--- src/rtl/dcache_ctrl.sv ---
// Direct-mapped write-back/write-allocate D-cache controller, 16B lines.
// Optional hit/miss counters via `define DCACHE_STATS_EN.
module dcache_ctrl #(
  parameter int LINES = 16
) (
  input  logic         clk_i,
  input  logic         rst_i,
  input  logic [31:0]  cpu_addr_i,
  input  logic [31:0]  cpu_wdata_i,
  input  logic         cpu_read_i,
  input  logic         cpu_write_i,
  output logic [31:0]  cpu_rdata_o,
  output logic         cpu_stall_o,
  output logic         mem_req_o,
  output logic         mem_we_o,
  output logic [31:0]  mem_addr_o,
  output logic [127:0] mem_wdata_o,
  input  logic [127:0] mem_rdata_i,
`ifdef DCACHE_STATS_EN
  input  logic         mem_ack_i,
  output logic [31:0]  hit_cnt_o,
  output logic [31:0]  miss_cnt_o
`else
  input  logic         mem_ack_i
`endif
);

  localparam int IW = $clog2(LINES);
  localparam int TW = 28 - IW;

  typedef enum logic [1:0] {
    IDLE,
    WRITEBACK,
    ALLOCATE
  } state_t;

  state_t state_q, state_d;

  logic [LINES-1:0] valid_q, dirty_q;
  logic [TW-1:0]    tag_q  [LINES];
  logic [127:0]     line_q [LINES];

  logic [IW-1:0] idx;
  logic [TW-1:0] tag;
  logic [1:0]    word;
  logic          access, tag_hit, hit, miss;
  logic          unused_addr;

  assign idx  = cpu_addr_i[4 +: IW];
  assign tag  = cpu_addr_i[31 -: TW];
  assign word = cpu_addr_i[3:2];
  assign unused_addr = ^cpu_addr_i[1:0];

  assign access  = cpu_read_i | cpu_write_i;
  assign tag_hit = valid_q[idx] && (tag_q[idx] == tag);
  assign hit     = access && tag_hit && (state_q == IDLE);
  assign miss    = access && !tag_hit && (state_q == IDLE);

  assign cpu_stall_o = access && ((state_q != IDLE) || miss);
  assign cpu_rdata_o = (hit && cpu_read_i)
                     ? line_q[idx][{word, 5'b0} +: 32] : '0;

  always_comb begin
    state_d     = state_q;
    mem_req_o   = 1'b0;
    mem_we_o    = 1'b0;
    mem_addr_o  = '0;
    mem_wdata_o = '0;
    unique case (state_q)
      IDLE: begin
        if (miss)
          state_d = (valid_q[idx] && dirty_q[idx]) ? WRITEBACK : ALLOCATE;
      end
      WRITEBACK: begin
        mem_req_o   = 1'b1;
        mem_we_o    = 1'b1;
        mem_addr_o  = {tag_q[idx], idx, 4'b0};
        mem_wdata_o = line_q[idx];
        if (mem_ack_i) state_d = ALLOCATE;
      end
      ALLOCATE: begin
        mem_req_o  = 1'b1;
        mem_addr_o = {tag, idx, 4'b0};
        if (mem_ack_i) state_d = IDLE;
      end
      default: state_d = IDLE;
    endcase
  end

  always_ff @(posedge clk_i or negedge rst_i) begin
    if (!rst_i) begin
      state_q <= IDLE;
      valid_q <= '0;
      dirty_q <= '0;
    end else begin
      state_q <= state_d;
      if (state_q == WRITEBACK && mem_ack_i) begin
        dirty_q[idx] <= 1'b0;
      end else if (state_q == ALLOCATE && mem_ack_i) begin
        valid_q[idx] <= 1'b1;
        dirty_q[idx] <= 1'b0;
      end else if (hit && cpu_write_i) begin
        dirty_q[idx] <= 1'b1;
      end
    end
  end

  // Payload arrays need no reset: valid bits gate every use.
  always_ff @(posedge clk_i) begin
    if (state_q == ALLOCATE && mem_ack_i) begin
      line_q[idx] <= mem_rdata_i;
      tag_q[idx]  <= tag;
    end else if (hit && cpu_write_i) begin
      line_q[idx][{word, 5'b0} +: 32] <= cpu_wdata_i;
    end
  end

`ifdef DCACHE_STATS_EN
  // Remembers that the pending access missed, so its completion is no hit.
  logic missed_q;
  logic start_miss;

  assign start_miss = (state_q == IDLE) && (state_d != IDLE);

  always_ff @(posedge clk_i or negedge rst_i) begin
    if (!rst_i) begin
      hit_cnt_o  <= '0;
      miss_cnt_o <= '0;
      missed_q   <= 1'b0;
    end else begin
      if (start_miss)
        miss_cnt_o <= miss_cnt_o + 32'd1;
      if (access && !cpu_stall_o && !missed_q)
        hit_cnt_o <= hit_cnt_o + 32'd1;
      if (start_miss)
        missed_q <= 1'b1;
      else if (access && !cpu_stall_o)
        missed_q <= 1'b0;
    end
  end
`endif

endmodule

--- config.mk ---
export PLATFORM = sky130hd
export DESIGN_NAME = dcache_ctrl
export DESIGN_NICKNAME = d
export VERILOG_FILES = /design/src/rtl/dcache_ctrl.sv
export SDC_FILE = /design/constraint.sdc
export NUM_CORES = 2
export LEC_CHECK = 0
export CAP_MARGIN = 30
export CORE_UTILIZATION = 61
export DETAILED_ROUTE_END_ITERATION = 7
export GPL_TIMING_DRIVEN = 1
export PLACE_DENSITY = 0.8
export SLEW_MARGIN = 25
export SYNTH_ARGS = -nofsm -noshare
export SYNTH_HDL_FRONTEND = slang
export SYNTH_SLANG_ARGS = --single-unit
--- constraint.sdc ---
create_clock -name clk_i -period 7.3 [get_ports clk_i]
set_clock_uncertainty 0.05 [all_clocks]
set_input_delay 1.095 -clock clk_i [delete_from_list [all_inputs] [get_ports clk_i]]
set_output_delay 1.095 -clock clk_i [all_outputs]
set_load 0.02 [all_outputs]
==> metrics.md <==
| Metric | Value |
|---|---|
| Area growth, synth to finish | 16.2% |
| Post-synth EDFFs | 2432 |
| Final clock period utilization by the worst path | 0.930 |
| Buffers from clock root to sink, at most | 3 |
| Hold Crit Class | input pin to asynchronous set/reset pin |
| Worst-skew pair later-pin latency | between 0.8 and 0.9 ns |
| Commonest cells after routing, fill and taps aside | edfxtp_1, mux4_2, clkdlybuf4s50_1, buf_4, clkbuf_16 |
| Crit path required time | between 6 and 7 ns |
| Worst reg-to-reg path cell count | 9 |
| Global-route usage over all layers | 0.373 |
| Iteration count of the initial detailed-routing pass | 8 |
| Clock slew at reported path FFs | 0.06 ns |
| Overall via count from detail_route | 54600 |
| FILL cells | about 9000 |
| Reg-to-reg endpoint | line_q[10][97] |
| Buffers added on ports | 385 |
| Most common library cell in the layout ignoring fill and taps | edfxtp_1 |
| Finished Cell Area | 116000 µm² |
| Total of cells resized after clock tree synthesis | 0 |
| Initial core utilization | 0.617 |
| Sum of routed wire length over all layers | ~310 mm |
| Startpoint types | input pin |
| Final routed DRC violation total | 0 |
| Antenna-violating nets left | 0 |
| I/O pin count | 392 |
| FF+latch count, synth | roughly 2500 |
| Run status | complete, no violations |
| Number of maximum-capacitance violations | 0 |
| Fraction of layout instances using a drive strength above 1 | 0.280 |
| Total placed instance area | 108000 µm² |
| Number of failing hold endpoints at the final stage | 0 |
| Placeable core region | 161000 µm² |
| Startpoint of the worst-slack reg-to-reg timing path | tag_q[0][4] |
| Fraction of the yosys area taken by sequential cells | 0.742 |
| Minimum clock period after layout | approximately 6.8 ns |
| Maximum vdd drop | 0.241 mV |
| Final-layout setup total negative slack | 0 ns |
| CP endpoint kind | output pin |
| DRT iter0 DRCs | 8738 |
| Top_reg_cell synth | edfxtp_1 |
| Global-route wire length before repair | 416 mm |
| Reg2Reg Setup Slack | roughly 2.2 ns |
| Initial antenna violation count | 40 |
| RSZ-0062 raised after global routing | no |
| DIE WIDTH | 406 µm |
| Peak fanout along the critical path | 69 |
| DR WL/cell | 39.8 µm |
| Fraction of registers with async set/reset | 0.0138 |
| Worst slew pin tran | 1.16 ns |
| Sinks on Clock Net | between 2000 and 2500 |
| Via count of the first global-routing pass | 54400 |
| Count of final max-slew check failures | 0 |
| Relative slew slack | 0.225 |
| Yosys warning count | 0 |
| CP Class | input pin to output pin |
| Root buf cell | clkbuf_16 |
| Cells after Synth | 4667 |
| Cell types occupying the most area after synthesis | edfxtp_1, mux4_2, mux2i_1, and2_1, dfrtp_1 |
| Final setup vio count | 0 |
| Data arrival time of the worst path | 5.65 ns |
| Final total power | around 30000 µW |
| Total gr overflow | 0 |
| Distinct cell type count of the synthesized netlist | 68 |
| Mean Syn Cell Area | 21.3 µm² |
| Synthesized area | around 100000 µm² |
| Maximum level of the CTS H-tree | 4 |
| # placed instances | 7240 |
| Cts bufs inserted | ~230 |
| HPWL reported at the end of detailed placement | ~180 mm |
| Post-CTS setup repair buffer count | 0 |
| Largest net degree at the start of global routing | 142 |
| Achievable Freq | about 0.15 GHz |
| Yosys top cell area share | 0.733 |
| Power per standard cell area | roughly 260 nW/µm² |
| Area used by multi-input combinational logic | 24800 µm² |
| DIE HEIGHT | between 400 and 500 µm |
| Final weighted congestion in routability-driven placement | between 0.8 and 0.9 |
| Row Count | 147 |
| Die area | roughly 160000 µm² |
| Leakage power summed over all cells | approximately 0.037 µW |
| Detailed-route vias per instance | 7.09 |
| Clock tree from TritonCTS | done |
| Final instance count without filler cells | 7697 |
| Sequential Area | 73900 µm² |
| Largest area contributor in the netlist | edfxtp_1 |
| Number of hold buffers added after CTS | 0 |
| Number of nets at the end of the flow | 5521 |
[sequential cells by signal (all words and copies together) (netlist names), named ones only]
register and flops:
line_q 2048, state_q 2, tag_q 384, valid_q 16
[where the power goes]
part | internal [µW] | switching [µW]
combinational | 1020 | 1800
clock | 6420 | 5310
sequential | 15900 | 93.8
total | 23300 | 7200
[final cells by class]
cell class / instances / share of cell area
Tap cell: 2160 / 0.0233
Clock buffer: 283 / 0.0514
Clock inverter: 140 / 0.0108
Timing Repair Buffer: 691 / 0.0567
Antenna cell: 27 / 0.000584
Inverter: 145 / 0.00470
Multi-Input combinational cell: 1785 / 0.214
Sequential cell: 2466 / 0.638
[per-stage QoR]
step           setup slack, ns  hold WS, ns  utilization
2_1_floorplan             1.27        0.388            -
3_3_place_gp             0.670        0.403        0.669
3_5_place_dp             0.599        0.409        0.671
4_1_cts                  0.575        0.243        0.716
6_report                 0.509        0.267        0.718
5_1_grt                  0.405        0.300        0.717
[cell usage after synthesis (5+ instances only)]
master / number
a21boi_0: 10
a21oi_1: 8
a22o_1: 8
a22oi_1: 32
a31oi_1: 5
a41oi_1: 6
and2_1: 139
and3_1: 6
buf_1: 29
buf_2: 38
buf_4: 8
buf_6: 19
clkbuf_1: 180
dfrtp_1: 34
edfxtp_1: 2432
ha_1: 8
inv_1: 143
mux2i_1: 218
mux4_1: 6
mux4_2: 753
nand2_1: 195
nand2b_1: 10
nand3_1: 31
nand4_1: 14
nor2_1: 100
nor2b_1: 62
nor3_1: 15
nor3b_1: 5
o2111ai_1: 5
o211ai_1: 7
o21ai_0: 35
o21ai_1: 10
o21bai_1: 16
xnor2_1: 14
[cell families after synthesis]
| logic type | after synthesis | synth area share |
|---|---|---|
| AO/OA/AOI/OAI | 169 | 0.0119 |
| flip-flops | 2466 | 0.742 |
| XOR/XNOR | 18 | 0.00158 |
| AND/OR/NAND/NOR | 603 | 0.0309 |
| buffers and inverters | 419 | 0.0180 |
| multiplexers | 983 | 0.195 |
| other | 1 | 0.0000377 |
| adder cells (fa/ha/maj) | 8 | 0.00101 |
[critical path, stage by stage]
cell and delay, ns:
buf_8 0.48, nor2_1 0.17, a22o_1 0.26, a221oi_1 0.64, o22ai_1 0.18, or4b_2 0.71, nor4_2 0.33, nand4_1 0.20
buf_4 0.35, nor2b_1 0.41, clkdlybuf4s50_1 0.70
[worst max-delay path by stage]
stage / startpoint / to / slack (ns) / cells past startpoint
6_report: cpu_addr_i[4] / cpu_rdata_o[0] / 0.51 / 11
3_3_place_gp: cpu_addr_i[4] / cpu_rdata_o[0] / 0.67 / 11
3_5_place_dp: cpu_addr_i[4] / line_q[1][107] / 0.60 / 11
5_1_grt: cpu_addr_i[4] / cpu_rdata_o[0] / 0.41 / 11
2_1_floorplan: cpu_addr_i[7] / line_q[12][100] / 1.27 / 14
4_1_cts: cpu_addr_i[4] / cpu_rdata_o[0] / 0.58 / 11
[layer usage]
| layer | GRT usage | up-vias | share of wire |
|---|---|---|---|
| met5 | 0 | - | 0.0012 |
| met4 | 0.247 | 42 | 0.073 |
| met3 | 0.160 | 990 | 0.16 |
| met2 | 0.556 | 5122 | 0.46 |
| met1 | 0.445 | 27800 | 0.31 |
| li1 | - | 20600 | - |
(Power assumes the default switching activity.)
